File: config.mk
export PLATFORM = sky130hd
export DESIGN_NAME = mips_bus_fabric
export DESIGN_NICKNAME = d
export VERILOG_FILES = /design/src/rtl/mips_bus_fabric.sv
export SDC_FILE = /design/constraint.sdc
export NUM_CORES = 1
export LEC_CHECK = 0
export ABC_AREA = 1
export ABC_CLOCK_PERIOD_IN_PS = 1800
export BUFFER_PORTS_ARGS = -buffer_cell sky130_fd_sc_hd__buf_2
export CORE_MARGIN = 5
export CORE_UTILIZATION = 25
export DETAILED_ROUTE_END_ITERATION = 12
export HOLD_SLACK_MARGIN = 0.12
export PLACE_DENSITY = 0.51
export SLEW_MARGIN = 20
export SYNTH_ARGS = -nofsm -noshare
export SYNTH_HDL_FRONTEND = slang
export SYNTH_SLANG_ARGS = --single-unit
File: constraint.sdc
create_clock -name clk -period 1.8 [get_ports clk]
set_input_delay 0.18 -clock clk [delete_from_list [all_inputs] [get_ports clk]]
set_output_delay 0.18 -clock clk [all_outputs]
set_load 0.01 [all_outputs]
File: src/rtl/mips_bus_fabric.sv
// mips_bus_fabric: single-master, N_SLV-slave bus fabric with address decode.
// The slave is selected by the address field m_addr[SEL_LO +: clog2(N_SLV)].
// Select values that have no slave get an immediate DEADBEEF error response.
// Optional feature macro BUS_TIMEOUT_EN: aborts an ACCESS that waits too long for the slave.
//   Defined:   an ACCESS that sees no acknowledge for TIMEOUT cycles ends with an error.
//   Undefined: an ACCESS waits for the slave acknowledge forever.
module mips_bus_fabric #(
  parameter int N_SLV   = 4,
  parameter int SEL_LO  = 8,
  parameter int TIMEOUT = 15
) (
  input  logic                  clk,
  input  logic                  rst,
  input  logic                  m_valid,
  input  logic                  m_we,
  input  logic [31:0]           m_addr,
  input  logic [31:0]           m_wdata,
  output logic                  m_ready,
  output logic [31:0]           m_rdata,
  output logic                  m_err,
  output logic [N_SLV-1:0]      s_sel,
  output logic                  s_we,
  output logic [31:0]           s_addr,
  output logic [31:0]           s_wdata,
  input  logic [32*N_SLV-1:0]   s_rdata,
  input  logic [N_SLV-1:0]      s_ack,
  output logic [7:0]            err_cnt
);

  localparam int SW = $clog2(N_SLV);
  localparam logic [31:0] UNMAPPED_DATA = 32'hDEAD_BEEF;

  typedef enum logic [1:0] {
    IDLE   = 2'd0,
    ACCESS = 2'd1,
    RESP   = 2'd2
  } state_t;

  state_t            state_r;
  logic [SW-1:0]     idx_r;
  logic              we_r;
  logic [SW-1:0]     req_idx_s;
  logic              req_mapped_s;
  logic [31:0]       sel_rdata_s;
  logic              sel_ack_s;
`ifdef BUS_TIMEOUT_EN
  logic [7:0]        tmo_cnt_r;
`endif

  // Saturating increment for the error counter.
  function automatic logic [7:0] sat_inc(input logic [7:0] v);
    sat_inc = (v == 8'hFF) ? v : v + 8'd1;
  endfunction

  // One-hot slave select from a decoded index.
  function automatic logic [N_SLV-1:0] onehot(input logic [SW-1:0] i);
    onehot = {{(N_SLV-1){1'b0}}, 1'b1} << i;
  endfunction

  // Decode the incoming request and pick the addressed slave's data and acknowledge.
  always_comb begin
    req_idx_s    = m_addr[SEL_LO +: SW];
    req_mapped_s = (int'(req_idx_s) < N_SLV);
    sel_rdata_s  = 32'h0000_0000;
    sel_ack_s    = 1'b0;
    for (int i = 0; i < N_SLV; i++) begin
      sel_rdata_s = sel_rdata_s | (s_rdata[32*i +: 32] & {32{int'(idx_r) == i}});
      sel_ack_s   = sel_ack_s | (s_ack[i] & (int'(idx_r) == i));
    end
  end

  // Transaction FSM with all bus-facing outputs registered.
  always_ff @(posedge clk) begin
    if (!rst) begin
      state_r <= IDLE;
      idx_r   <= '0;
      we_r    <= 1'b0;
      s_sel   <= '0;
      s_we    <= 1'b0;
      s_addr  <= 32'h0000_0000;
      s_wdata <= 32'h0000_0000;
      m_ready <= 1'b0;
      m_err   <= 1'b0;
      m_rdata <= 32'h0000_0000;
      err_cnt <= 8'd0;
`ifdef BUS_TIMEOUT_EN
      tmo_cnt_r <= 8'd0;
`endif
    end else begin
      case (state_r)
        IDLE: begin
          m_ready <= 1'b0;
          if (m_valid) begin
            s_addr  <= m_addr;
            s_wdata <= m_wdata;
            we_r    <= m_we;
            idx_r   <= req_idx_s;
            if (req_mapped_s) begin
              state_r <= ACCESS;
              s_sel   <= onehot(req_idx_s);
              s_we    <= m_we;
`ifdef BUS_TIMEOUT_EN
              tmo_cnt_r <= 8'd0;
`endif
            end else begin
              // Unmapped select: answer at once with an error.
              state_r <= RESP;
              m_ready <= 1'b1;
              m_err   <= 1'b1;
              m_rdata <= UNMAPPED_DATA;
              err_cnt <= sat_inc(err_cnt);
            end
          end
        end
        ACCESS: begin
          if (sel_ack_s) begin
            // An acknowledge beats a timeout that expires in the same cycle.
            state_r <= RESP;
            m_ready <= 1'b1;
            m_err   <= 1'b0;
            m_rdata <= we_r ? 32'h0000_0000 : sel_rdata_s;
            s_sel   <= '0;
            s_we    <= 1'b0;
          end
`ifdef BUS_TIMEOUT_EN
          else if (tmo_cnt_r == 8'(TIMEOUT - 1)) begin
            state_r <= RESP;
            m_ready <= 1'b1;
            m_err   <= 1'b1;
            m_rdata <= UNMAPPED_DATA;
            s_sel   <= '0;
            s_we    <= 1'b0;
            err_cnt <= sat_inc(err_cnt);
          end else begin
            tmo_cnt_r <= tmo_cnt_r + 8'd1;
          end
`endif
        end
        RESP: begin
          // One-cycle response. The master's request is not looked at here.
          state_r <= IDLE;
          m_ready <= 1'b0;
        end
        default: begin
          state_r <= IDLE;
          m_ready <= 1'b0;
          s_sel   <= '0;
          s_we    <= 1'b0;
        end
      endcase
    end
  end

endmodule
==> impl_metrics.py <==
metrics = {
    "global_routing": {
        "grt_usage": 0.1655,
        "met3_usage": 0.05392,
        "grt_overflow": 0,
        "grt_max_degree": 50,
        "globalRouteMet1Util": 0.2013,
        "met2_usage": 0.2744,
        "antenna_found_initial": 1,
        "grt.busiest_layer": "met2",
        "first_global_vias": 5584,
        "grt_pass1_wl_um": 29040,
    },
    "routing": {
        "drcViolationCount": 0,
        "avgViaCountPerCell": 4.540,
        "dr.pass1.iters": 4,
        "wl_per_cell_um": 14.65,
        "vias": 5648,
        "ant_nets": 0,
        "drt_first_iter_violations": 214,
        "finalWirelength_um": 18230,
    },
    "worst_setup_path": {
        "critPathBufInv": 1,
        "path_cells": "nand3_1 -> nand2_1 -> nor2_2 -> nor2_4 -> buf_4 -> o22ai_1",
        "crit_slowest_cell": "dfxtp_1",
        "worstSetupEndpointType": "register",
        "cp_max_fo": 32,
        "cp.required_ns": 2.02,
        "critPathKind": "register to register",
        "cp_data_arrival_time_ns": 1.71,
        "slowest_delay_ns": 0.50,
        "cp-start-kind": "register",
        "critical_path.top_delay_family": "flip-flops",
    },
    "die": {
        "dieWidth_um": 146.3,
        "row_count": 49,
        "die_area_um2": 21400,
        "die_h_um": 146.3,
        "num_io_pins": 311,
        "core_um2": 18150,
        "start_util": 0.2559,
    },
    "cells_and_area": {
        "diodes": 0,
        "area_delta_synth_final_pct": 57.99,
        "nFillCells": 1958,
        "nNetsFinal": 1210,
        "drive_gt1_frac": 0.3419,
    },
    "worst_hold_path": {
        "hold_class": "input pin to register",
    },
    "clocking": {
        "h-tree-depth": 3,
        "path_clk_slew_ns": 0.07,
        "post_cts_buffers": 0,
        "post_cts_resized": 0,
        "clk-insertion-delay-late_ns": 0.35,
        "root_buffer": "clkbuf_16",
        "cts_tree": "done",
        "cts_max_path_buffers": 2,
        "hold_buffers": 61,
        "cts.sinks": 105,
        "cts_buffers": 9,
    },
    "timing": {
        "drv_slew": 0,
        "setup_viol": 0,
        "layout_setup_ws_ns": 0.3151,
        "rsz0062_at_grt": "false",
        "layout_min_cycle_time_ns": 1.485,
        "final.setup.tns_ns": 0,
        "clock_skew_ns": 0.005835,
        "hold_viol": 0,
        "hold_ws_ns": 0.1457,
        "post-route-period-util": 0.8249,
        "timing.fmax_mhz": 673.4,
    },
    "pwr": {
        "p_leak_nw": 3.644,
        "ir_worst_vdd_uv": 381.4,
        "powerDensity_nw_per_um2": 864.4,
    },
    "place": {
        "port_buffers": 301,
        "place_hpwl_um": 13550,
        "gp_congestion": 0.8172,
        "dp_slack_ns": 0.3364,
    },
    "run": {
        "maxCapViolations": 0,
    },
    "logic_synthesis": {
        "seq_area_frac_synth": 0.4527,
        "syn_area_um2": 4643,
        "synth_top_area_cell": "dfxtp_1",
        "synth_cell_types": 22,
        "avgSynthCellArea_um2": 6.920,
        "yosysTopAreaCellShare": 0.4527,
        "ys_ff_latch": 105,
        "syn_inst": 671,
        "yosysWarnings": 0,
        "synthTopCellsByArea": "dfxtp_1 45%, nand2_1 14%, nor2_1 11%",
    },
    "outcome": {
        "status": "completed",
    },
}
-- where the power goes --
part	total, W	leakage [nW]	switching [W]	internal, W
sequential	0.00262	0.864	0.000100	0.00252
clock	0.00218	0.164	0.000933	0.00125
combinational	0.00154	2.62	0.000860	0.000682
total	0.00634	3.64	0.00189	0.00445
-- metrics by stage --
| stage | cells | total power, W | cell area (µm²) | utilization |
|---|---|---|---|---|
| final | 1244 | 0.006341 | 7336 | 0.4042 |
| after global routing | 1244 | 0.006742 | 7336 | 0.4042 |
| after CTS | 1244 | 0.006457 | 7336 | 0.4042 |
| after detailed placement | 1167 | 0.004124 | 6389 | 0.3520 |
| after global placement | 1167 | 0.004123 | 6389 | 0.3520 |
| after floorplan | 679 | 0.003470 | 4673 | - |
-- tightest hold or removal path: cells and delay by family --
kind	cells	cell delay [ns]
simple gates	1	0.09
buf+inv	1	0.09
compound gates	1	0.10
-- path summary, 6_finish.rpt --
kind / from / endpoint / slack [ns] / depth (start not counted)
setup / recovery: s_addr[8] / m_rdata[1] / 0.32 / 6
hold / removal: m_wdata[2] / s_wdata[2] / 0.15 / 3
setup reg to reg: s_addr[8] / m_rdata[1] / 0.32 / 6
hold reg to reg: m_rdata[20] / m_rdata[20] / 0.48 / 2
-- final cells by class --
class	instances	area, µm²	share of cell area
clock buffers	9	225.2	0.03070
inverters	12	45.04	0.006140
well taps	229	286.5	0.03906
flip-flops and latches	105	2102	0.2865
clock inverters	7	111.4	0.01518
repair buffers	379	2332	0.3179
multi-input cells	503	2233	0.3045
-- synth_stat cells --
| master | count |
|---|---|
| o22ai_2 | 1 |
| nand3_1 | 44 |
| inv_2 | 4 |
| buf_2 | 19 |
| nand2_1 | 173 |
| buf_4 | 13 |
| dfxtp_1 | 105 |
| nand2_2 | 2 |
| inv_1 | 8 |
| nand4_1 | 32 |
| nor3b_1 | 1 |
| o22ai_1 | 31 |
| clkbuf_2 | 1 |
| nor2_2 | 4 |
| o21ai_0 | 65 |
| nor2_4 | 1 |
| o21ai_1 | 1 |
| a21oi_1 | 7 |
| conb_1 | 1 |
| a21boi_0 | 1 |
| clkbuf_1 | 26 |
| nor2_1 | 131 |
-- sequential cells by signal, summed over array words and instances, names as in the netlist --
register and flops:
we_r 1, m_rdata 32, s_wdata 32, s_addr 32
s_we 1, m_ready 1, s_sel 4, state_r 2
-- layer usage --
| layer | part of all wire | vias to the layer above |
|---|---|---|
| met5 | 0.00060 | - |
| met4 | 0.022 | 2 |
| met3 | 0.093 | 28 |
| met2 | 0.46 | 237 |
| met1 | 0.42 | 2503 |
| li1 | - | 2878 |
-- layout by cell type, fill, tap and decap left out, types with 7 or more instances in the layout --
master	instances
nand4_1	32
o22ai_1	31
o21ai_0	65
dfxtp_1	105
nand2_1	172
dlygate4sd3_1	61
nor2_1	131
clkbuf_16	9
inv_1	8
buf_4	10
buf_12	7
nand3_1	44
buf_2	301
conb_1	9
a21oi_1	7
-- cell families after synthesis --
family | synth area share
and+or+nand+nor | 0.3484
AOI/OAI and AO/OA | 0.1248
DFF | 0.4527
buffers and inverters | 0.07329
other | 0.0008076
No activity file was read; power rests on OpenSTA's default activity.
